### src/rtl/rename_stage_nw.sv
// N-lane register rename stage with intra-group RAW/WAW bypass and a registered output stage.
// Optional performance counters are built when RENAME_PERF_CNT_EN is defined.
module rename_stage_nw #(
  parameter int WIDTH     = 2,
  parameter int LREG_W    = 5,
  parameter int PREG_W    = 6,
  parameter int PAYLOAD_W = 128,
  localparam int CNT_W    = $clog2(WIDTH + 1)
) (
  input  logic                     clock,
  input  logic                     reset_n,
  input  logic                     flush,
  input  logic [WIDTH-1:0]         in_valid,
  output logic                     in_ready,
  input  logic [WIDTH*LREG_W-1:0]  in_rs1,
  input  logic [WIDTH*LREG_W-1:0]  in_rs2,
  input  logic [WIDTH*LREG_W-1:0]  in_rd,
  input  logic [WIDTH-1:0]         in_src1_is_reg,
  input  logic [WIDTH-1:0]         in_src2_is_reg,
  input  logic [WIDTH-1:0]         in_need_to_wb,
  input  logic [WIDTH*PAYLOAD_W-1:0] in_payload,
  input  logic [WIDTH*PREG_W-1:0]  rat_prs1,
  input  logic [WIDTH*PREG_W-1:0]  rat_prs2,
  input  logic [WIDTH*PREG_W-1:0]  rat_prd,
  output logic [WIDTH-1:0]         rat_wr_en,
  output logic [WIDTH*LREG_W-1:0]  rat_wr_addr,
  output logic [WIDTH*PREG_W-1:0]  rat_wr_data,
  input  logic [CNT_W-1:0]         fl_free_cnt,
  input  logic [WIDTH*PREG_W-1:0]  fl_alloc_preg,
  output logic [CNT_W-1:0]         fl_alloc_cnt,
  output logic [WIDTH-1:0]         out_valid,
  input  logic                     out_ready,
  output logic [WIDTH*LREG_W-1:0]  out_rs1,
  output logic [WIDTH*LREG_W-1:0]  out_rs2,
  output logic [WIDTH*LREG_W-1:0]  out_rd,
  output logic [WIDTH*PREG_W-1:0]  out_prs1,
  output logic [WIDTH*PREG_W-1:0]  out_prs2,
  output logic [WIDTH*PREG_W-1:0]  out_prd,
  output logic [WIDTH*PREG_W-1:0]  out_old_prd,
  output logic [WIDTH-1:0]         out_rd_valid,
  output logic [WIDTH*PAYLOAD_W-1:0] out_payload
`ifdef RENAME_PERF_CNT_EN
  ,
  output logic [31:0]              perf_renamed,
  output logic [31:0]              perf_fl_stall,
  output logic [31:0]              perf_bp_stall
`endif
);

  logic [WIDTH-1:0]        w_rd_valid;
  logic [PREG_W-1:0]       w_prd [WIDTH];
  logic [CNT_W-1:0]        w_need;
  logic [WIDTH*PREG_W-1:0] w_prs1, w_prs2, w_old_prd, w_prd_bus;
  logic [WIDTH-1:0]        w_youngest;
  logic                    w_out_free, w_in_ready, w_fire;

  logic [WIDTH-1:0]          r_out_valid, r_rd_valid;
  logic [WIDTH*LREG_W-1:0]   r_rs1, r_rs2, r_rd;
  logic [WIDTH*PREG_W-1:0]   r_prs1, r_prs2, r_prd, r_old_prd;
  logic [WIDTH*PAYLOAD_W-1:0] r_payload;

  // Each allocating lane takes the next freelist slot; slots compact over gaps.
  always_comb begin
    logic [CNT_W-1:0] v_cnt;
    v_cnt      = '0;
    w_rd_valid = '0;
    for (int i = 0; i < WIDTH; i++) begin
      w_rd_valid[i] = in_valid[i] & in_need_to_wb[i] & (in_rd[i*LREG_W +: LREG_W] != '0);
      w_prd[i] = '0;
      for (int k = 0; k < WIDTH; k++)
        if (CNT_W'(k) == v_cnt) w_prd[i] = fl_alloc_preg[k*PREG_W +: PREG_W];
      if (w_rd_valid[i]) v_cnt = v_cnt + CNT_W'(1);
    end
    w_need = v_cnt;
  end

  // Later older-lane matches overwrite earlier ones, so the youngest older writer wins.
  always_comb begin
    logic [LREG_W-1:0] v_rs1, v_rs2, v_rd, v_rdj;
    logic [PREG_W-1:0] v_p1, v_p2, v_old;
    w_prs1     = '0;
    w_prs2     = '0;
    w_old_prd  = '0;
    w_prd_bus  = '0;
    w_youngest = '0;
    for (int i = 0; i < WIDTH; i++) begin
      v_rs1 = in_rs1[i*LREG_W +: LREG_W];
      v_rs2 = in_rs2[i*LREG_W +: LREG_W];
      v_rd  = in_rd[i*LREG_W +: LREG_W];
      v_p1  = rat_prs1[i*PREG_W +: PREG_W];
      v_p2  = rat_prs2[i*PREG_W +: PREG_W];
      v_old = rat_prd[i*PREG_W +: PREG_W];
      w_youngest[i] = w_rd_valid[i];
      for (int j = 0; j < WIDTH; j++) begin
        v_rdj = in_rd[j*LREG_W +: LREG_W];
        if (j < i && w_rd_valid[j]) begin
          if (v_rdj == v_rs1) v_p1 = w_prd[j];
          if (v_rdj == v_rs2) v_p2 = w_prd[j];
          if (v_rdj == v_rd)  v_old = w_prd[j];
        end
        if (j > i && w_rd_valid[j] && v_rdj == v_rd) w_youngest[i] = 1'b0;
      end
      if (!(in_valid[i] & in_src1_is_reg[i]) || v_rs1 == '0) v_p1 = '0;
      if (!(in_valid[i] & in_src2_is_reg[i]) || v_rs2 == '0) v_p2 = '0;
      w_prs1[i*PREG_W +: PREG_W]    = v_p1;
      w_prs2[i*PREG_W +: PREG_W]    = v_p2;
      w_old_prd[i*PREG_W +: PREG_W] = v_old;
      w_prd_bus[i*PREG_W +: PREG_W] = w_prd[i];
    end
  end

  assign w_out_free = !(|r_out_valid) | out_ready;
  assign w_in_ready = reset_n & !flush & w_out_free & (fl_free_cnt >= w_need);
  assign w_fire     = (|in_valid) & w_in_ready;

  assign in_ready     = w_in_ready;
  assign fl_alloc_cnt = w_fire ? w_need : '0;
  assign rat_wr_en    = {WIDTH{w_fire}} & w_youngest;
  assign rat_wr_addr  = in_rd;
  assign rat_wr_data  = w_prd_bus;

  always_ff @(posedge clock or negedge reset_n) begin
    if (!reset_n) begin
      r_out_valid <= '0;
      r_rd_valid  <= '0;
      r_rs1       <= '0;
      r_rs2       <= '0;
      r_rd        <= '0;
      r_prs1      <= '0;
      r_prs2      <= '0;
      r_prd       <= '0;
      r_old_prd   <= '0;
      r_payload   <= '0;
    end else if (flush) begin
      r_out_valid <= '0;
      r_rd_valid  <= '0;
    end else if (w_fire) begin
      r_out_valid <= in_valid;
      r_rd_valid  <= w_rd_valid;
      r_rs1       <= in_rs1;
      r_rs2       <= in_rs2;
      r_rd        <= in_rd;
      r_prs1      <= w_prs1;
      r_prs2      <= w_prs2;
      r_prd       <= w_prd_bus;
      r_old_prd   <= w_old_prd;
      r_payload   <= in_payload;
    end else if (out_ready) begin
      r_out_valid <= '0;
      r_rd_valid  <= '0;
    end
  end

  assign out_valid    = r_out_valid;
  assign out_rd_valid = r_rd_valid;
  assign out_rs1      = r_rs1;
  assign out_rs2      = r_rs2;
  assign out_rd       = r_rd;
  assign out_prs1     = r_prs1;
  assign out_prs2     = r_prs2;
  assign out_prd      = r_prd;
  assign out_old_prd  = r_old_prd;
  assign out_payload  = r_payload;

`ifdef RENAME_PERF_CNT_EN
  logic [CNT_W-1:0] w_in_cnt;
  logic [31:0]      r_perf_renamed, r_perf_fl_stall, r_perf_bp_stall;

  always_comb begin
    w_in_cnt = '0;
    for (int i = 0; i < WIDTH; i++)
      if (in_valid[i]) w_in_cnt = w_in_cnt + CNT_W'(1);
  end

  // Counters keep running through flush; only reset clears them.
  always_ff @(posedge clock or negedge reset_n) begin
    if (!reset_n) begin
      r_perf_renamed  <= '0;
      r_perf_fl_stall <= '0;
      r_perf_bp_stall <= '0;
    end else begin
      if (w_fire) r_perf_renamed <= r_perf_renamed + 32'(w_in_cnt);
      if ((|in_valid) && w_out_free && !flush && (fl_free_cnt < w_need))
        r_perf_fl_stall <= r_perf_fl_stall + 32'd1;
      if ((|in_valid) && !w_out_free)
        r_perf_bp_stall <= r_perf_bp_stall + 32'd1;
    end
  end

  assign perf_renamed  = r_perf_renamed;
  assign perf_fl_stall = r_perf_fl_stall;
  assign perf_bp_stall = r_perf_bp_stall;
`endif

endmodule
### config.mk
export PLATFORM = sky130hd
export DESIGN_NAME = rename_stage_nw
export DESIGN_NICKNAME = d
export VERILOG_FILES = /design/src/rtl/rename_stage_nw.sv
export SDC_FILE = /design/constraint.sdc
export NUM_CORES = 1
export LEC_CHECK = 0
export CORE_AREA = 5 5 277 279
export CTS_BUF_LIST = sky130_fd_sc_hd__clkbuf_8
export DETAILED_ROUTE_END_ITERATION = 7
export DIE_AREA = 0 0 282 284
export HOLD_SLACK_MARGIN = 0.06
export SETUP_SLACK_MARGIN = 0.4
export SYNTH_ARGS = -nofsm -noshare
export SYNTH_HDL_FRONTEND = slang
export SYNTH_SLANG_ARGS = --single-unit
### constraint.sdc
create_clock -name clock -period 5 [get_ports clock]
set_clock_uncertainty 0.05 [all_clocks]
set_input_delay 1 -clock clock [delete_from_list [all_inputs] [get_ports clock]]
set_output_delay 1 -clock clock [all_outputs]
set_load 0.05 [all_outputs]
==> flow_summary_export.csv, run 1 <==
group,metric,value,unit
run_status,status,"completed",
grt,grt.total_usage,0.1279,
timing,fmax,218.0,MHz
job,maxCapViolations,0,
grt,top_usage_layer,"met2",
grt,grt_pass1_wl,79.43,mm
synthesis,syn_nets,1824,
timing,slew_headroom,0.2708,
timing,period_share,0.9174,
critical_path,crit_type,"input port to primary output",
critical_path,cp_max_fo,3,
clock_network,cts_tree,"yes",
critical_path,cp-start-kind,"input port",
synthesis,syn_area,13330,um^2
timing,tightest_slew,1.094,ns
timing,fin_hold_ws,0.2117,ns
grt,use_met1,0.1481,
floorplan,ios,713,
timing,slew_violations,0,
timing,hold_violations,0,
grt,grtUsageMet3,0.04401,
routing,drtIter0Drc,462,
grt,met2_usage,0.2135,
routing,wl,53.81,mm
pwr,switching_share,0.4194,
routing,viasPerCell,3.836,
routing,wire_per_inst,16.77,um
clock_network,cts.sinks,338,
pwr,p_seq_frac,0.333,
floorplan,core,73950,um^2
timing,post-route-min-period,4.587,ns
synthesis,synth_top_area_frac,0.6347,
timing,rsz0062_at_grt,"yes",
floorplan,die_area,80090,um^2
synthesis,synth_seq_area_share,0.6347,
clock_network,holdBufCountCts,0,
grt,overflow,0,
layout,drive_above_1_share,0.07376,
placed_design,portBuffers,712,
pwr,power.share.combinational,0.412,
placed_design,hpwl,39.50,mm
clock_network,cts_buffers,68,
pwr,internal_power,6.328,mW
synthesis,synth_cell_type_count,33,
pwr,ir_drop,0.2439,mV
grt,grt_pass1_vias,12870,
routing,ant_nets,0,
critical_path,required,3.95,ns
clock_network,clock_latency,0.58,ns
pwr,powerDensity,474.5,nW/um^2
layout,fill_cells,7745,
clock_network,cts.clk_slew.worst_paths,0.05,ns
clock_network,ctsLongestPathBuffers,3,
critical_path,worstSetupEndpointType,"primary output",
placed_design,place_congestion,0.8244,
synthesis,syn_avg_cell_area,9.047,um^2
pwr,p_switching,4.572,mW
routing,firstDrtPassIters,4,
floorplan,dieWidth,282,um
pwr,p_leak,10.82,nW
floorplan,start_util,0.1802,
layout,fin_nets,2546,
synthesis,ys_ff_latch,338,
synthesis,yosys.area.top_type,"dfrtp_1",
grt,grt_max_degree,184,
synthesis,synthTopCellsByArea,"dfrtp_1 63%, nand2_1 26%, mux2i_1 1.4%",
clock_network,root_buffer,"clkbuf_8",
synthesis,ys_warn_count,0,
synthesis,synth_cells,1473,
routing,drc,0,
timing,tns,0,ns
floorplan,die_y,284,um
hold_path,hold_path_class,"input port to async pin",
pwr,clockPowerShare,0.255,
timing,setup_viol,0,
critical_path,arrival,3.54,ns
clock_network,htree_num_levels,3,
layout,syn2layout_area_growth,72.38,%
routing,routed-via-count,12310,
grt,antenna_found_initial,3,
floorplan,row_count,100,
## cells in the mapped netlist
library cell    n
clkbuf_1       48
o21ai_0        13
and2_1          2
xnor2_1        10
o21ai_1         6
nand3_1         3
a31o_2          1
o2111a_1        2
or4_1           5
nor4_4          3
xor2_1          5
buf_4          16
inv_1           3
o211ai_4        1
mux2_2          6
nand2_1       932
ha_1            3
nand2b_1        2
o311a_1         1
dfrtp_1       338
a22o_1         14
buf_1           3
buf_2          23
o2111ai_1       2
a211oi_1        1
buf_6           1
or4_4           1
nor4_1          1
mux2i_1        18
nor2_1          5
or3_1           1
nor3_1          2
a21oi_1         1
## final timing paths
path	endpoint	from	cells after the start	slack [ns]
setup / recovery	rat_wr_en[0]	in_rd[3]	11	0.41
hold / removal	out_prd[9]	reset_n	1	0.21
setup reg to reg	out_payload[83]	out_valid[0]	7	2.60
hold reg to reg	out_payload[189]	out_payload[189]	2	0.42
max in group asynchronous	out_payload[164]	reset_n	3	2.69
min in group clock	out_payload[189]	out_payload[189]	2	0.42
## power by group through the flow
| stage | sequential, mW | combinational [mW] | clock, mW |
|---|---|---|---|
| final | 3.63 | 4.49 | 2.78 |
| after global routing | 3.70 | 4.71 | 3.05 |
| after CTS | 3.64 | 4.54 | 2.93 |
| after detailed placement | 3.67 | 4.53 | 0 |
| after global placement | 3.66 | 4.52 | 0 |
| after floorplan | 5.70 | 0.620 | 0 |
## critical path, cell delays in order
cell and delay (ns):
buf_6 0.09, or4_4 0.54, o211ai_4 0.21, inv_2 0.07
ha_4 0.22, ha_4 0.26, nand2b_4 0.12, a21oi_4 0.05
or4_4 0.58, a211oi_4 0.22, buf_12 0.17
## final cells by class
class | count | area (um^2) | area share
Multi-Input combinational cell | 1041 | 4508 | 0.1962
Inverter | 3 | 11.26 | 0.0004902
Clock inverter | 26 | 146.4 | 0.006373
Clock buffer | 86 | 1184 | 0.05153
Antenna cell | 3 | 7.507 | 0.0003268
Timing Repair Buffer | 743 | 7445 | 0.3241
Sequential cell | 338 | 8458 | 0.3682
Tap cell | 969 | 1212 | 0.05278
## layout by cell type, fill, tap and decap left out, types with 2 or more instances in the layout
cell type / count
diode_2: 3
a22o_1: 14
nor2_1: 4
buf_2: 4
xnor2_1: 10
o2111ai_1: 2
clkdlybuf4s15_1: 2
dfrtp_1: 338
or4_1: 4
or4_4: 2
o21ai_0: 13
inv_1: 21
mux2_2: 6
o2111a_1: 2
clkinvlp_4: 2
o21ai_1: 6
buf_12: 10
clkbuf_8: 86
ha_4: 2
xor2_1: 5
inv_8: 2
nor3_1: 2
clkinv_8: 2
nand3_1: 3
nor4_4: 3
nand2_1: 932
buf_4: 32
mux2i_1: 18
clkdlybuf4s50_1: 691
## metrics by stage
stage	utilization	worst slack (ns)	instance area (um^2)	total power, mW	instances
finish	0.3107	0.4131	22970	10.90	3209
global route	0.3106	0.3774	22970	11.46	3208
CTS	0.3105	0.3339	22960	11.10	3206
detailed placement	0.2923	0.1264	21610	8.196	3091
global placement	0.2923	0.1376	21610	8.172	3091
floorplan	-	0.03506	13410	6.316	1473
## kinds of logic after synthesis
| group | after synthesis | share of synthesized area |
|---|---|---|
| xor+xnor | 15 | 0.009858 |
| flops | 338 | 0.6347 |
| mux | 24 | 0.01859 |
| buf+inv | 94 | 0.03371 |
| fa+ha+maj | 3 | 0.002817 |
| compound gates | 42 | 0.02328 |
| simple gates | 957 | 0.2771 |
## registers in the layout, summed over array words and instances, names as in the netlist
register / cells
out_old_prd: 12
out_payload: 256
out_prd: 12
out_prs1: 12
out_prs2: 12
out_rd: 10
out_rd_valid: 2
out_rs1: 10
out_rs2: 10
out_valid: 2
## repair_timing
| item | in CTS | in global routing |
|---|---|---|
| buffers inserted | 3 | 0 |
| pin swaps | 9 | 4 |
| resized for setup | 28 | 1 |
| endpoints found under the setup margin | 4 | 4 |
## per-layer routing
layer,share of wire,wire [um]
met3,0.092,4970
met2,0.48,25670
met5,0.00024,13
met1,0.39,21020
met4,0.040,2130
No activity file was read; power rests on OpenSTA's default activity.
==> run 2, diff against run 1 <==
Settings changed: CAP_MARGIN set to 20.
==> results of run 2 <==
Same layout as run 1: the final DEF is identical, and so are final timing and power.
